`src/rtl/axi4_write_channel_arbiter.sv`:
```
// axi4_write_channel_arbiter: round-robin AW arbiter with in-order W routing FIFO
module axi4_write_channel_arbiter #(
  parameter int NO_OF_MASTERS          = 4,
  parameter int ADDRESS_WIDTH          = 32,
  parameter int ID_WIDTH               = 4,
  parameter int OUTSTANDING_FIFO_DEPTH = 16,
  parameter int IDX_WIDTH              = $clog2(NO_OF_MASTERS)
) (
  input  logic                               aclk,
  input  logic                               areset,
  input  logic [NO_OF_MASTERS-1:0]           m_awvalid,
  output logic [NO_OF_MASTERS-1:0]           m_awready,
  input  logic [NO_OF_MASTERS*ID_WIDTH-1:0]  m_awid,
  input  logic [NO_OF_MASTERS*ADDRESS_WIDTH-1:0] m_awaddr,
  input  logic [NO_OF_MASTERS*8-1:0]         m_awlen,
  output logic                               s_awvalid,
  input  logic                               s_awready,
  output logic [ID_WIDTH-1:0]                s_awid,
  output logic [ADDRESS_WIDTH-1:0]           s_awaddr,
  output logic [7:0]                         s_awlen,
  input  logic                               w_last_fire,
  output logic                               w_route_valid,
  output logic [IDX_WIDTH-1:0]               w_route_idx,
  output logic                               route_full,
  output logic                               route_err
);
  localparam int PW = $clog2(OUTSTANDING_FIFO_DEPTH);
  typedef enum logic {IDLE, HOLD} state_t;
  state_t state, state_nxt;
  logic [IDX_WIDTH-1:0] last_grant, winner, idx;
  logic [IDX_WIDTH-1:0] route_mem [OUTSTANDING_FIFO_DEPTH];
  logic [PW-1:0] wr_ptr, rd_ptr;
  logic [PW:0] count;
  logic grant, pop;
  // Scan from the farthest candidate down so the nearest valid master after last_grant wins.
  always_comb begin
    winner = '0;
    idx = '0;
    for (int k = NO_OF_MASTERS; k >= 1; k--) begin
      idx = IDX_WIDTH'((int'(last_grant) + k) % NO_OF_MASTERS);
      if (m_awvalid[idx]) winner = idx;
    end
  end
  assign grant         = state == IDLE && |m_awvalid && !route_full;
  assign m_awready     = grant ? NO_OF_MASTERS'(1) << winner : '0;
  assign pop           = w_last_fire && count != '0;
  assign route_full    = count == (PW+1)'(OUTSTANDING_FIFO_DEPTH);
  assign w_route_valid = count != '0;
  assign s_awvalid     = state == HOLD;
  always_comb state_nxt = state == IDLE ? (grant ? HOLD : IDLE) : (s_awready ? IDLE : HOLD);
  always_ff @(posedge aclk)
    if (grant) route_mem[wr_ptr] <= winner;
  always_ff @(posedge aclk) begin
    if (areset) begin
      state       <= IDLE;
      last_grant  <= IDX_WIDTH'(NO_OF_MASTERS - 1);
      s_awid      <= '0;
      s_awaddr    <= '0;
      s_awlen     <= '0;
      wr_ptr      <= '0;
      rd_ptr      <= '0;
      count       <= '0;
      w_route_idx <= '0;
      route_err   <= 1'b0;
    end else begin
      state <= state_nxt;
      if (grant) begin
        s_awid     <= m_awid[winner*ID_WIDTH +: ID_WIDTH];
        s_awaddr   <= m_awaddr[winner*ADDRESS_WIDTH +: ADDRESS_WIDTH];
        s_awlen    <= m_awlen[winner*8 +: 8];
        wr_ptr     <= wr_ptr + 1'b1;
        last_grant <= winner;
      end
      if (pop) rd_ptr <= rd_ptr + 1'b1;
      count <= count + (PW+1)'(grant) - (PW+1)'(pop);
      // Head register: a push into an empty (or emptying) FIFO becomes the head directly.
      if (grant && (count == '0 || (pop && count == (PW+1)'(1)))) w_route_idx <= winner;
      else if (pop) w_route_idx <= route_mem[rd_ptr + 1'b1];
      if (w_last_fire && count == '0) route_err <= 1'b1;
    end
  end
endmodule

```
`config.mk`:
```
export PLATFORM = sky130hd
export DESIGN_NAME = axi4_write_channel_arbiter
export DESIGN_NICKNAME = d
export VERILOG_FILES = /design/src/rtl/axi4_write_channel_arbiter.sv
export SDC_FILE = /design/constraint.sdc
export NUM_CORES = 1
export LEC_CHECK = 0
export ABC_AREA = 0
export BUFFER_PORTS_ARGS = -buffer_cell sky130_fd_sc_hd__buf_2
export CAP_MARGIN = 30
export CORE_MARGIN = 2
export CORE_UTILIZATION = 35
export DETAILED_ROUTE_END_ITERATION = 7
export GPL_TIMING_DRIVEN = 0
export MAX_ROUTING_LAYER = met4
export SYNTH_ARGS = -nofsm -noshare
export SYNTH_HDL_FRONTEND = slang
export SYNTH_SLANG_ARGS = --single-unit
```
`constraint.sdc`:
```
create_clock -name aclk -period 6.65 [get_ports aclk]
set_input_delay 0.665 -clock aclk [delete_from_list [all_inputs] [get_ports aclk]]
set_output_delay 0.665 -clock aclk [all_outputs]
set_load 0.01 [all_outputs]
```
==> impl.org <==
** STA
- Setup repair after global routing missed its margin :: no
- Hold violation count in the final report :: 0
- Final critical-path required period :: 3.481 ns
- Setup violations remaining at the end of the flow were counted as 0.
- Period utilisation layout :: 0.5235
- Summed over all failing endpoints, the final setup total negative slack is 0 ns.
- In this run the tightest slew margin relative to its limit is 0.4924.
- Min setup slack post-route :: 3.169 ns
- The number of max-slew violations in the final report was 0.
- The clock arrives with 0.01047 ns of skew.
- Derived from the worst setup path, the maximum achievable clock frequency is 287.3 MHz.
- On the final layout, the worst hold slack is 0.4686 ns.
- At the pin with the least slew margin, the transition time is 0.7555 ns.

** Floorplan
- Top-level I/O count :: 238
- The die is 129.0 um tall.
- The die covers 16650 um^2.
- The total area inside the core boundary comes to 15260 um^2.
- In this run the horizontal extent of the chip is 129.0 um.
- Std cell rows :: 45
- Starting Density :: 0.3587

** Route
- In this run, the number of DRC markers left after iteration 0 of detailed routing was 231.
- The pre-antenna-repair detailed-routing pass consisted of 5 iterations.
- Drt total wl :: 17170 um
- Count of vias placed by the detailed router :: 5089
- Routed WL per cell :: 17.52 um
- The detail route stage leaves a number of antenna-violating nets equal to 0.
- Post-route DRC :: 0
- Vias per Instance :: 5.193

** Setup path
- CP arrival :: 3.70 ns
- Critical Path RT :: 6.86 ns
- Kind of critical path :: in -> reg
- Biggest fanout along the worst timing path :: 10
- Critical path launch point type :: primary input
- STA classifies the critical path endpoint as a register.

** Finish
- Share of post-route cells with drive strength above 1 :: 0.4070
- Number of nets at the end of the flow :: 960
- From synthesis to final layout, the design area changed by 31.37%.
- Layout filler cell count :: 1440
- Cell Count, Final, Fillers Out :: 980
- Final antenna diode count :: 0

** Clocking
- Reg clk slew, reported paths :: 0.07 ns
- Once the clock tree was built, the setup fixing pass inserted 0 buffers.
- TritonCTS sink count :: 95
- # resized after CTS :: 0
- Num CTS Buffers :: 9
- CTS placed an instance of sky130_fd_sc_hd__clkbuf_16 at the clock tree root.
- In this run, post-CTS hold repair placed 0 buffers.
- At the later pin of the worst-skew pair, clock insertion delay measures 0.35 ns.
- In this run the deepest clock path goes through 2 buffers.
- CTS tree :: done
- Max H-tree Level :: 3

** Synth
- The number of nets in the synthesized netlist is 712.
- For this run, the register share of the synthesized area comes to 0.4060.
- The share of synthesized area in the top cell type comes to 0.2305.
- Gate count after technology mapping :: 516
- A synthesized cell averages 10.61 um^2.
- Number of synthesized flops with an enable pin :: 32
- Ranked by instance count, the synthesized netlist is headed by 63 x sky130_fd_sc_hd__dfxtp_1, 40 x sky130_fd_sc_hd__mux2i_1, 32 x sky130_fd_sc_hd__edfxtp_1, 30 x sky130_fd_sc_hd__nor2_1, 29 x sky130_fd_sc_hd__nand2b_1.
- Most instantiated flip-flop cell in the synthesis netlist :: sky130_fd_sc_hd__dfxtp_1
- In the post-synthesis netlist, the biggest area contributors are sky130_fd_sc_hd__dfxtp_1 23%, sky130_fd_sc_hd__edfxtp_1 18%, sky130_fd_sc_hd__mux2i_1 7.3%, sky130_fd_sc_hd__mux2_2 5.6%, sky130_fd_sc_hd__o211a_1 4.6%.
- The synthesized design spends more area on one cell type than any other, namely sky130_fd_sc_hd__dfxtp_1.
- Async S/R FF share, synth :: 0
- Counting flops and latches in the post-synthesis netlist gives 95.
- The synthesized netlist contains 47 unique library cells.
- Most common cell in the synthesized netlist :: sky130_fd_sc_hd__dfxtp_1
- Yosys synthesis warning count :: 0
- Synthesized cell area :: 5473 um^2

** Placed design
- The number of placed instances, taps included, is 964.
- The congestion estimate from routability-driven global placement came to 0.9008.
- Count of port buffers added during placement :: 237
- Detailed placement HPWL :: 13320 um
- Timing analysis after detailed placement gives a worst setup slack of 2.723 ns.

** Power
- Across the VDD grid, the largest voltage drop is 0.1614 mV.
- Cell area power density :: 361.5 nW/um^2
- The analysis attributes to cell leakage a power of 3.309 nW.
- Of the total power, the clock network draws 0.187.
- Power comes to 2.599 mW.
- Part of the power in registers :: 0.330
- Cell-internal power :: 1.590 mW
- The share of total power dissipated in combinational logic is 0.483.
- Switching power summed over all nets :: 1.009 mW
- Of the total power, the share spent switching nets is 0.3882.

** Job
- Max-cap violations in this run came to 0.

** Global routing
- First-pass GRT wire length :: 25970 um
- After global routing the overflow that remains totals 0.
- The initial antenna violation count came to 0.
- The via count of the first global-routing pass is 5188.
- Total track usage :: 0.2053
- Largest net degree at the start of global routing :: 20

** Hold path
- The tightest min-delay check is of the reg -> reg type.

** Outcome
- Outcome :: completed
critical path: stages:
cell	delay [ns]
sky130_fd_sc_hd__buf_2	0.12
sky130_fd_sc_hd__nor4_2	0.60
sky130_fd_sc_hd__nor3_4	0.15
sky130_fd_sc_hd__inv_2	0.22
sky130_fd_sc_hd__buf_2	0.29
sky130_fd_sc_hd__buf_2	0.32
sky130_fd_sc_hd__ha_1	0.18
sky130_fd_sc_hd__inv_1	0.04
sky130_fd_sc_hd__ha_1	0.19
sky130_fd_sc_hd__fa_1	0.40
sky130_fd_sc_hd__a21oi_1	0.17
sky130_fd_sc_hd__nor2_1	0.05
sky130_fd_sc_hd__nor2_1	0.11
sky130_fd_sc_hd__xnor2_1	0.13
sky130_fd_sc_hd__nor2_1	0.05
power by group through the flow:
stage | clock network, mW | registers, mW | logic, mW
6_report | 0.486 | 0.857 | 1.26
5_1_grt | 0.518 | 0.874 | 1.38
3_3_place_gp | 0 | 0.861 | 1.24
2_1_floorplan | 0 | 0.907 | 0.812
4_1_cts | 0.498 | 0.857 | 1.27
3_5_place_dp | 0 | 0.868 | 1.26
layout make-up:
cell class / instances / area [um^2] / area share
tap: 211 / 264.0 / 0.03672
clock inverter: 5 / 33.78 / 0.004699
buffer: 47 / 234.0 / 0.03254
multi-input combinational: 361 / 2968 / 0.4128
timing repair buffer: 237 / 1186 / 0.1650
inverter: 13 / 48.80 / 0.006787
clock buffer: 11 / 232.7 / 0.03237
sequential: 95 / 2222 / 0.3091
final timing paths:
kind | startpoint | end | slack [ns] | cells past startpoint
setup / recovery | m_awvalid[2] | count[4]$_SDFF_PP0_ | 3.17 | 15
hold / removal | route_err$_SDFFE_PP0P_ | route_err$_SDFFE_PP0P_ | 0.47 | 2
hold reg to reg | route_err$_SDFFE_PP0P_ | route_err$_SDFFE_PP0P_ | 0.47 | 2
setup reg to reg | count[3]$_SDFF_PP0_ | count[4]$_SDFF_PP0_ | 3.18 | 16
logic make-up (layout without fill, tap and decap cells):
family,count (synthesis),count (layout),share of synthesized area
muxes,75,75,0.1616
adders and majority gates,12,12,0.02881
AOI/OAI and AO/OA,141,141,0.2012
and+or+nand+nor,122,122,0.1331
buffers and inverters,60,313,0.05167
DFF,95,95,0.4060
xor gates and xnor gates,11,11,0.01760
stage by stage:
stage,util,instance area (um^2)
after global routing,0.4712,7189
after floorplan,-,5473
final,0.4712,7189
after CTS,0.4712,7189
after global placement,0.4537,6923
after detailed placement,0.4537,6923
state kept, by name (all words and copies together), names as in the netlist:
register,cells
wr_ptr,4
route_mem,32
s_awaddr,32
count,5
rd_ptr,4
s_awvalid,1
s_awlen,8
route_err,1
w_route_idx,2
s_awid,4
last_grant,2
metal layers:
layer,vias to the layer above,share of wire,track usage
met4,0,0.018,0.07033
li1,2471,-,-
met5,-,0,-
met3,22,0.069,0.03675
met2,212,0.48,0.3358
met1,2384,0.43,0.2573
cells in the final DEF, fill, tap and decap left out, types with 19 or more instances in the layout:
cell type                  synthesis  final
sky130_fd_sc_hd__a31oi_1          25     25
sky130_fd_sc_hd__buf_2            16    253
sky130_fd_sc_hd__clkbuf_1         21     23
sky130_fd_sc_hd__dfxtp_1          63     63
sky130_fd_sc_hd__edfxtp_1         32     32
sky130_fd_sc_hd__mux2_2           27     27
sky130_fd_sc_hd__mux2i_1          40     40
sky130_fd_sc_hd__nand2b_1         29     29
sky130_fd_sc_hd__nand3b_1         19     19
sky130_fd_sc_hd__nor2_1           30     30
sky130_fd_sc_hd__o211a_1          25     25
sky130_fd_sc_hd__o211ai_1         25     25
sky130_fd_sc_hd__o221ai_1         21     21
sky130_fd_sc_hd__o31ai_1          25     25
No activity file was read; power rests on OpenSTA's default activity.
